[src/rtl/sbox_sched.sv]
// Shares a pool of NUM_SBOX S-box lanes between the round state (16 bytes) and the key word (4
// bytes), with round-robin arbitration and valid/ready request and result channels.
module sbox_sched #(
    parameter int unsigned NUM_SBOX = 4
) (
    input  logic         clk,
    input  logic         rst,
    input  logic         st_in_valid,
    output logic         st_in_ready,
    input  logic [127:0] st_in_data,
    output logic         st_out_valid,
    input  logic         st_out_ready,
    output logic [127:0] st_out_data,
    input  logic         kw_in_valid,
    output logic         kw_in_ready,
    input  logic [31:0]  kw_in_data,
    output logic         kw_out_valid,
    input  logic         kw_out_ready,
    output logic [31:0]  kw_out_data,
    output logic         busy
);

    if (!(NUM_SBOX == 1 || NUM_SBOX == 2 || NUM_SBOX == 4)) begin : g_bad_num_sbox
        $error("sbox_sched: NUM_SBOX must be 1, 2 or 4");
    end

    localparam int unsigned StBeats = 16 / NUM_SBOX;
    localparam int unsigned KwBeats = 4 / NUM_SBOX;

    typedef enum logic [1:0] {StIdle, StBusy, StDone} state_e;

    state_e        state_q, state_d;
    logic [3:0]    beat_q, beat_d;
    logic          owner_kw_q, owner_kw_d;
    logic          rr_kw_q, rr_kw_d;
    logic [127:0]  op_q, op_d;
    logic [127:0]  st_res_q, st_res_d;
    logic [31:0]   kw_res_q, kw_res_d;
    logic          gnt_kw, gnt_st;
    logic [3:0]    last_beat;

    function automatic logic [7:0] xtime(input logic [7:0] a);
        return {a[6:0], 1'b0} ^ (a[7] ? 8'h1b : 8'h00);
    endfunction

    function automatic logic [7:0] gmul(input logic [7:0] a, input logic [7:0] b);
        logic [7:0] p;
        logic [7:0] x;
        p = 8'h00;
        x = a;
        for (int k = 0; k < 8; k++) begin
            if (b[k]) p = p ^ x;
            x = xtime(x);
        end
        return p;
    endfunction

    // Inverse as a^254 in GF(2^8) (0 maps to 0), then the AES affine transform.
    function automatic logic [7:0] sbox(input logic [7:0] a);
        logic [7:0] r;
        logic [7:0] p;
        r = 8'h01;
        p = a;
        for (int k = 0; k < 8; k++) begin
            if (k != 0) r = gmul(r, p);
            p = gmul(p, p);
        end
        return r ^ {r[6:0], r[7]} ^ {r[5:0], r[7:6]} ^ {r[4:0], r[7:5]} ^ {r[3:0], r[7:4]}
               ^ 8'h63;
    endfunction

    // Grant only from IDLE; rr breaks ties, a lone requester always wins.
    always_comb begin
        gnt_kw = 1'b0;
        gnt_st = 1'b0;
        if (state_q == StIdle && !rst) begin
            if (kw_in_valid && (!st_in_valid || rr_kw_q)) gnt_kw = 1'b1;
            else if (st_in_valid) gnt_st = 1'b1;
        end
    end

    assign last_beat = owner_kw_q ? 4'(KwBeats - 1) : 4'(StBeats - 1);

    always_comb begin
        state_d    = state_q;
        beat_d     = beat_q;
        owner_kw_d = owner_kw_q;
        rr_kw_d    = rr_kw_q;
        op_d       = op_q;
        st_res_d   = st_res_q;
        kw_res_d   = kw_res_q;
        unique case (state_q)
            StIdle: begin
                if (gnt_kw) begin
                    op_d       = {96'b0, kw_in_data};
                    owner_kw_d = 1'b1;
                    rr_kw_d    = 1'b0;
                    beat_d     = '0;
                    state_d    = StBusy;
                end else if (gnt_st) begin
                    op_d       = st_in_data;
                    owner_kw_d = 1'b0;
                    rr_kw_d    = 1'b1;
                    beat_d     = '0;
                    state_d    = StBusy;
                end
            end
            StBusy: begin
                for (int unsigned i = 0; i < NUM_SBOX; i++) begin
                    int unsigned idx;
                    logic [7:0]  sb;
                    idx = 32'(beat_q) * NUM_SBOX + i;
                    sb  = sbox(op_q[idx*8 +: 8]);
                    if (owner_kw_q) begin
                        if (idx < 4) kw_res_d[idx*8 +: 8] = sb;
                    end else begin
                        st_res_d[idx*8 +: 8] = sb;
                    end
                end
                beat_d = beat_q + 4'd1;
                if (beat_q == last_beat) state_d = StDone;
            end
            StDone: begin
                if (owner_kw_q ? kw_out_ready : st_out_ready) state_d = StIdle;
            end
            default: state_d = StIdle;
        endcase
    end

    always_ff @(posedge clk) begin
        if (rst) begin
            state_q    <= StIdle;
            beat_q     <= '0;
            owner_kw_q <= 1'b0;
            rr_kw_q    <= 1'b1;
            op_q       <= '0;
            st_res_q   <= '0;
            kw_res_q   <= '0;
        end else begin
            state_q    <= state_d;
            beat_q     <= beat_d;
            owner_kw_q <= owner_kw_d;
            rr_kw_q    <= rr_kw_d;
            op_q       <= op_d;
            st_res_q   <= st_res_d;
            kw_res_q   <= kw_res_d;
        end
    end

    assign kw_in_ready  = gnt_kw;
    assign st_in_ready  = gnt_st;
    assign kw_out_valid = (state_q == StDone) && owner_kw_q;
    assign st_out_valid = (state_q == StDone) && !owner_kw_q;
    assign kw_out_data  = kw_res_q;
    assign st_out_data  = st_res_q;
    assign busy         = (state_q != StIdle);

endmodule

[config.mk]
export PLATFORM = sky130hd
export DESIGN_NAME = sbox_sched
export DESIGN_NICKNAME = d
export VERILOG_FILES = /design/src/rtl/sbox_sched.sv
export SDC_FILE = /design/constraint.sdc
export NUM_CORES = 2
export LEC_CHECK = 0
export CORE_MARGIN = 2
export CORE_UTILIZATION = 35
export CTS_BUF_LIST = sky130_fd_sc_hd__clkbuf_4 sky130_fd_sc_hd__clkbuf_8
export DETAILED_ROUTE_END_ITERATION = 6
export MAX_ROUTING_LAYER = met4
export SYNTH_ARGS = -nofsm -noshare
export SYNTH_HDL_FRONTEND = slang
export SYNTH_SLANG_ARGS = --single-unit
[constraint.sdc]
create_clock -name clk -period 18.51 [get_ports clk]
set_input_delay 4.6275 -clock clk [delete_from_list [all_inputs] [get_ports clk]]
set_output_delay 4.6275 -clock clk [all_outputs]
set_load 0.01 [all_outputs]
==> impl_metrics.toml <==
[outcome]
status = "complete, no violations"

[timing]
whs_ns = 0.453
fin_skew_ns = 0.0507
rsz0062_at_grt = "false"
max_freq_ghz = 0.0574
hold_viol = 0
fin_crit_ns = 17.41
worstMarginPinSlew_ns = 1.30
setup_viol = 0
maxSlewViolCount = 0
period_share = 0.941
max_slew_margin = 0.125

[critical_path]
critPathMaxFanout = 26
cp_common_cell = "xnor2_1"
crit_path_end_kind = "flip-flop"
r2r-start = "beat_q[0]$_SDFFE_PP0P_"
worstPathRequired_ns = 19.07
regToRegSetupSlack_ns = 1.10
critPathSlowestCell = "mux4_2"
worstRegToRegCells = 56
critPathArrivalTime_ns = 17.97
crit_path_start_kind = "flip-flop"
max_stage_delay_ns = 0.69
cp-startpoint = "beat_q[0]$_SDFFE_PP0P_"
r2r-end = "st_out_data[112]$_SDFFE_PP0P_"
crit_type = "flip-flop to flip-flop"
crit_path_end = "st_out_data[112]$_SDFFE_PP0P_"

[placed_design]
hpwl_mm = 169
place_congestion = 0.946
detailed_place.area_um2 = 74100
io_buffer_count = 330

[route]
ant_nets = 0
vias = 65360
firstDrtPassIters = 6
drc = 0
finalWirelength_mm = 226
viasPerCell = 5.59
wl_per_cell_um = 19.3
drtIter0Drc = 6256

[clocking]
clk-insertion-delay-late_ns = 0.72
holdBufCountCts = 0
cts_inserted_buffers = 52
path_clk_slew_ns = 0.07
htree_levels = 2
cts_resized = 1
cts_root_buffer = "clkbuf_8"
cts_setup_buffers = 0
cts_max_path_buffers = 3
cts.sinks = 296
tritoncts = "built"

[grt]
grt.total_usage = 0.230
grt_pass1_vias = 62077
grt_max_degree = 168
grt_first_pass_wirelength_mm = 356
overflow = 0
antenna_found_initial = 6

[cells_and_area]
final_util = 0.398
multi_input_area_um2 = 58600
seqCellArea_um2 = 5930
most-common-layout-cells = "xnor2_1, nor2_1, nand2_1"
syn2layout_area_growth_pct = 12.9
final_area_um2 = 75600
drive_above_1_share = 0.101
final_nets = 9339
final_common_cell = "xnor2_1"
fillers = 19401

[synth]
synthFlopType = "dfxtp_1"
seq_area_frac_synth = 0.0886
synth_cells = 8995
yosysWarnings = 0
synth.distinct_cells = 124
synth_edf_count = 0
ys_seq_elements = 296
syn_avg_cell_area_um2 = 7.44
netlist_area_um2 = 66900
async_reset_ff_frac = 0
syn_nets = 9187

[die]
die_h_um = 441
die_area_um2 = 195000
num_rows = 160
fp.dieW_um = 441
initial_core_util = 0.352
ios = 331
core_region_area_um2 = 190000

[hold_path]
hold_path.class = "flip-flop to flip-flop"

[job]
cap_viol_max_count = 0
[how the worst min path moves through the flow]
stage / start / end / slack (ns) / depth (start not counted)
after global routing: st_out_data[121]$_SDFFE_PP0P_ / st_out_data[121]$_SDFFE_PP0P_ / 0.48 / 2
after floorplan: op_q[66]$_SDFFE_PP0P_ / op_q[66]$_SDFFE_PP0P_ / 0.46 / 2
final: st_out_data[120]$_SDFFE_PP0P_ / st_out_data[120]$_SDFFE_PP0P_ / 0.45 / 2
after detailed placement: st_out_data[120]$_SDFFE_PP0P_ / st_out_data[120]$_SDFFE_PP0P_ / 0.45 / 2
after global placement: st_out_data[120]$_SDFFE_PP0P_ / st_out_data[120]$_SDFFE_PP0P_ / 0.44 / 2
after CTS: st_out_data[31]$_SDFFE_PP0P_ / st_out_data[31]$_SDFFE_PP0P_ / 0.46 / 2
[cell families (layout without fill, tap and decap cells)]
| logic type | after synthesis | after routing | synth area share |
|---|---|---|---|
| adder cells (fa/ha/maj) | 28 | 28 | 0.00516 |
| multiplexers | 302 | 302 | 0.0482 |
| AO/OA/AOI/OAI | 1941 | 1941 | 0.190 |
| flip-flops | 296 | 296 | 0.0886 |
| other | 0 | 6 | 0 |
| AND/OR/NAND/NOR | 3215 | 3215 | 0.203 |
| buffers and inverters | 735 | 925 | 0.0475 |
| XOR/XNOR | 2478 | 2478 | 0.418 |
[critical path, delay by kind of cell, from the launching register on]
kind	cells	cell delay [ns]
AOI/OAI and AO/OA	6	1.25
buffers and inverters	4	0.87
and+or+nand+nor	9	1.32
xor gates and xnor gates	33	11.82
adders and majority gates	1	0.32
DFF	1	0.52
muxes	3	1.09
[per-stage QoR]
| stage | setup TNS, ns | std cells | setup WS [ns] |
|---|---|---|---|
| 2_1_floorplan | 0 | 8995 | 1.91 |
| 3_3_place_gp | -0.488 | 11604 | -0.100 |
| 3_5_place_dp | -0.873 | 11604 | -0.128 |
| 4_1_cts | 0 | 11696 | 0.126 |
| 5_1_grt | 0 | 11702 | 0.0126 |
| 6_report | 0 | 11702 | 1.10 |
[per-layer routing]
metal | routed length (um) | GRT usage | up-vias
li1 | - | - | 31293
met1 | 96200 | 0.290 | 31438
met2 | 110000 | 0.386 | 2296
met3 | 11400 | 0.0144 | 333
met4 | 8270 | 0.0824 | 0
met5 | 0 | - | -
[cells in the mapped netlist (36+ instances only)]
library cell	count	share of area
a211oi_1	63	0.0071
xnor2_1	1543	0.20
o22ai_1	129	0.012
xor2_1	437	0.057
clkbuf_1	412	0.023
dfxtp_1	296	0.089
o21ai_1	43	0.0032
a311oi_1	42	0.0055
mux2i_1	234	0.035
nor2_1	1445	0.081
a31oi_1	75	0.0070
o21ai_0	367	0.027
xor2_2	37	0.0090
buf_2	126	0.0094
nand2_1	999	0.056
nand2b_1	51	0.0048
xnor3_1	265	0.089
xnor2_2	98	0.024
o211ai_1	52	0.0058
nor3_1	231	0.017
mux2_2	48	0.0081
inv_1	83	0.0047
a32oi_1	36	0.0047
o221ai_1	41	0.0054
and3_1	41	0.0038
a22oi_1	146	0.016
a21oi_1	559	0.042
xor3_1	44	0.016
nand3_1	192	0.014
and2_1	50	0.0047
nor2b_1	48	0.0045
buf_1	44	0.0025
[sequential cells by signal (all words and copies together), names as in the netlist]
| signal | count |
|---|---|
| state_q | 2 |
| st_out_data | 128 |
| rr_kw_q | 1 |
| owner_kw_q | 1 |
| op_q | 128 |
| beat_q | 4 |
| kw_out_data | 32 |
[final cells by class]
cell class,instances,area share
tap,2511,0.0416
antenna,6,0.000199
multi-input combinational,7964,0.775
timing repair buffer,727,0.0836
sequential,296,0.0785
clock inverter,22,0.00323
inverter,106,0.00537
clock buffer,70,0.0124
Power is not shown: default switching activity piles up to over one toggle a cycle in this logic, so the estimate is an artifact.
